===== src/rtl/demux_1_8.sv =====
// rtl/demux_1_8.sv - 1-to-8 demultiplexer with optional registered outputs
//
// Purpose:
//   Routes data input I to one of eight output lanes chosen by the 3-bit select s.
//   Every unselected lane is 0. y_sel is a one-hot copy of the active lane.
//   With REG_OUT=1 the outputs are registered on clk, with one cycle of latency.
//   With REG_OUT=0 the outputs are purely combinational, and clk and rst are unused.
//
// Ports:
//   clk   in   1      system clock, rising-edge active
//   rst   in   1      asynchronous, active-high reset (clears outputs at once)
//   en    in   1      enable; 0 forces every lane and y_sel to 0
//   I     in   DW     data to route
//   s     in   3      lane select, 0..7
//   y     out  8*DW   lanes; lane k is y[k*DW +: DW]
//   y_sel out  8      one-hot active lane, independent of I

module demux_1_8 #(
  parameter int DW      = 1,
  parameter bit REG_OUT = 1'b1
) (
  input  logic            clk,
  input  logic            rst,
  input  logic            en,
  input  logic [DW-1:0]   I,
  input  logic [2:0]      s,
  output logic [8*DW-1:0] y,
  output logic [7:0]      y_sel
);

  logic [8*DW-1:0] y_d;
  logic [7:0]      y_sel_d;

  // Start from all-zero so unselected lanes can never carry X or stale data.
  always_comb begin
    y_d     = '0;
    y_sel_d = '0;
    if (en) begin
      y_sel_d[s]         = 1'b1;
      y_d[s*DW +: DW]    = I;
    end
  end

  if (REG_OUT) begin : g_reg
    logic [8*DW-1:0] y_q;
    logic [7:0]      y_sel_q;

    // The asynchronous clear also discards whatever value was about to be
    // loaded, so no stale lane can appear after reset is released.
    always_ff @(posedge clk or posedge rst) begin
      if (rst) begin
        y_q     <= '0;
        y_sel_q <= '0;
      end else begin
        y_q     <= y_d;
        y_sel_q <= y_sel_d;
      end
    end

    assign y     = y_q;
    assign y_sel = y_sel_q;
  end else begin : g_comb
    // The combinational build has no state, so clk and rst are unused.
    logic unused_clk_rst;
    assign unused_clk_rst = clk ^ rst;

    assign y     = y_d;
    assign y_sel = y_sel_d;
  end

endmodule


===== config.mk =====
export PLATFORM = sky130hd
export DESIGN_NAME = demux_1_8
export DESIGN_NICKNAME = d
export VERILOG_FILES = /design/src/rtl/demux_1_8.sv
export SDC_FILE = /design/constraint.sdc
export NUM_CORES = 1
export LEC_CHECK = 0
export BUFFER_PORTS_ARGS = -buffer_cell sky130_fd_sc_hd__buf_2
export CAP_MARGIN = 20
export CORE_MARGIN = 1
export CORE_UTILIZATION = 41
export CTS_CLUSTER_SIZE = 8
export DETAILED_ROUTE_END_ITERATION = 8
export PLACE_DENSITY = 0.69
export SETUP_SLACK_MARGIN = 0.3
export SLEW_MARGIN = 20
export SYNTH_ARGS = -nofsm -noshare
export SYNTH_HDL_FRONTEND = slang
export SYNTH_SLANG_ARGS = --single-unit

===== constraint.sdc =====
create_clock -name clk -period 0.8 [get_ports clk]
set_clock_uncertainty 0.05 [all_clocks]
set_input_delay 0.04 -clock clk [delete_from_list [all_inputs] [get_ports clk]]
set_output_delay 0.04 -clock clk [all_outputs]
set_load 0.005 [all_outputs]

==> summary.md <==
| Metric | Value |
|---|---|
| Status | `finished with violations` |
| Violated checks | `hold timing, setup timing` |
| Initial antenna violation count | `0` |
| Met3 usage | `0.0163` |
| Class of the most critical hold timing path | `in -> async` |
| Final ANT Viol Nets | `0` |
| Post-DP HPWL | `810 µm` |
| Worst hold slack | `-0.309 ns` |
| Setup ws final | `-0.0635 ns` |
| Yosys reg bits | `16` |
| Leak pwr | `0.516 nW` |
| First-pass GRT wire length | `1820 µm` |
| GR peak layer | `met2` |
| Levels on crit path | `1` |
| Setup CP Type | `reg -> out` |
| Routed via count | `460` |
| Critical Path Source Type | `register` |
| Antenna diodes | `0` |
| Initial DRT Pass Iterations | `2` |
| Relative slew slack | `0.721` |
| Layout cells sized above 1 | `0.537` |
| Die H | `40.8 µm` |
| Final Cell Area | `972 µm²` |
| Initial Util | `0.456` |
| Die width | `40.8 µm` |
| Synth Instances | `51` |
| Setup violators final | `16` |
| Htree depth | `1` |
| Area Overhead vs Synth | `57.9%` |
| WL per Instance | `12.1 µm` |
| CTS clk-pin slew, worst paths | `0.09 ns` |
| Fmax | `1160 MHz` |
| Worst Setup SP | `y_sel[6]` |
| Vias/cell | `4.74` |
| DR DRC count | `0` |
| Met2 Use GR | `0.278` |
| CTS buffer count | `3` |
| Worst Path Arrival | `0.77 ns` |
| Post-synth cell types | `12` |
| CORE AREA | `1350 µm²` |
| Detailed-route wire length | `1170 µm` |
| PD cells | `1670 nW/µm²` |
| Maximum root-to-sink buffer count | `2` |
| Crit path cell chain | `buf_2` |
| CP peak stage delay | `0.37 ns` |
| Crit share post-route | `1.08` |
| Power Total | `1.62 mW` |
| Dpl ws | `-0.384 ns` |
| Nets | `93` |
| Final Max Slew Viols | `0` |
| Vias in the first global route | `399` |
| Crit path buf inv count | `1` |
| Rows | `13` |
| Gp weighted congestion | `0.723` |
| WP data required | `0.71 ns` |
| Port bufs | `22` |
| Tot GR Track Use | `0.176` |
| Worst vdd ir | `0.000770 V` |
| Max FO, Critical Path | `1` |
| Worst setup EP type | `output port` |
| Worst Tran Pin Value | `0.418 ns` |
| Number of failing hold endpoints at the final stage | `16` |
| Area after DPL | `850 µm²` |
| Initial DRC Count | `7` |
| Max-cap violations | `0` |
| Routing usage on met1 | `0.224` |
| Tmin final | `0.863 ns` |
| Cell Area, Synth | `616 µm²` |
| Sequential area share after synthesis | `0.650` |
| Setup crit end | `y_sel[6]` |
| Mean Syn Cell Area | `12.1 µm²` |
| GRT Residual Overflow | `0` |
| Post-synth net total | `61` |
| CTS tree | `done` |
| CP delay by family, top | `flip-flops` |
| Unrepaired setup endpoints after global routing | `yes` |
| IO Pins | `23` |
| YS warnings | `0` |
| CTS Root Cell | `clkbuf_4` |
| Clk sinks | `16` |
| CP max stage cell | `dfrtp_1` |
| Final setup TNS | `-0.829 ns` |
| Largest net degree at the start of global routing | `17` |
| Die area | `1660 µm²` |
[repair_timing]
item,in CTS,in global routing
gates resized for setup,13,4
endpoints found under the hold margin,17,16
setup endpoints to repair,25,25
pin swaps,7,3
buffers inserted,0,0
[registers in the layout, summed over array words and instances, names as in the netlist]
register / flops
y_sel: 8
y: 8
[worst min path at each step]
stage	cells after the start	to	slack, ns	start
after CTS	3	y_sel[7]	-0.31	rst
after global routing	3	y_sel[7]	-0.30	rst
after detailed placement	3	y_sel[7]	0.0004	rst
after floorplan	1	y[0]	-0.1	rst
final	3	y_sel[7]	-0.31	rst
after global placement	3	y_sel[1]	-0.004	rst
[synthesized netlist by cell type, drive strengths merged]
cell | instances | area, µm²
nor3 | 5 | 25.0
ha | 3 | 37.5
nand4bb | 1 | 11.3
and4 | 1 | 8.76
or2b | 1 | 7.51
nand4b | 1 | 8.76
nand2 | 3 | 11.3
dfrtp | 16 | 400
nor2 | 11 | 41.3
nand2b | 4 | 25.0
nor4b | 1 | 23.8
inv | 4 | 15.0
[cell type report]
cell class / instances / area (µm²)
sequential: 16 / 400
tap: 15 / 18.8
clock buffer: 4 / 36.3
inverter: 4 / 35.0
timing repair buffer: 27 / 184
fill: 98 / 378
multi-input combinational: 31 / 298
[layer usage]
layer	routed length, µm	share of wire
met1	528	0.45
met2	585	0.50
met3	35	0.030
met4	19	0.016
met5	0	0
[placed cells by master (no fill, tap or decap), types with 3 or more instances in the layout]
| cell | n |
|---|---|
| dfrtp_1 | 16 |
| buf_4 | 3 |
| ha_4 | 3 |
| clkbuf_4 | 3 |
| nor2_1 | 11 |
| buf_2 | 20 |
[power by group]
part / total [mW] / leakage, nW / internal, mW / switching [mW]
Sequential: 0.828 / 0.221 / 0.825 / 0.00315
Combinational: 0.273 / 0.274 / 0.134 / 0.140
Clock: 0.523 / 0.0210 / 0.277 / 0.246
[per-stage QoR]
step / instances / util / hold slack (ns)
after floorplan: 51 / - / -0.0963
after global placement: 93 / 0.629 / -0.00444
after detailed placement: 93 / 0.629 / 0.000389
after CTS: 97 / 0.703 / -0.307
after global routing: 97 / 0.720 / -0.300
final: 97 / 0.720 / -0.309
[logic make-up (layout without fill, tap and decap cells)]
kind of cell / count (synthesis) / after routing / synth area share
adder cells (fa/ha/maj): 3 / 3 / 0.0610
buffers and inverters: 4 / 35 / 0.0244
flip-flops: 16 / 16 / 0.650
AND/OR/NAND/NOR: 28 / 28 / 0.264
Power figures use the tool's default switching activity.
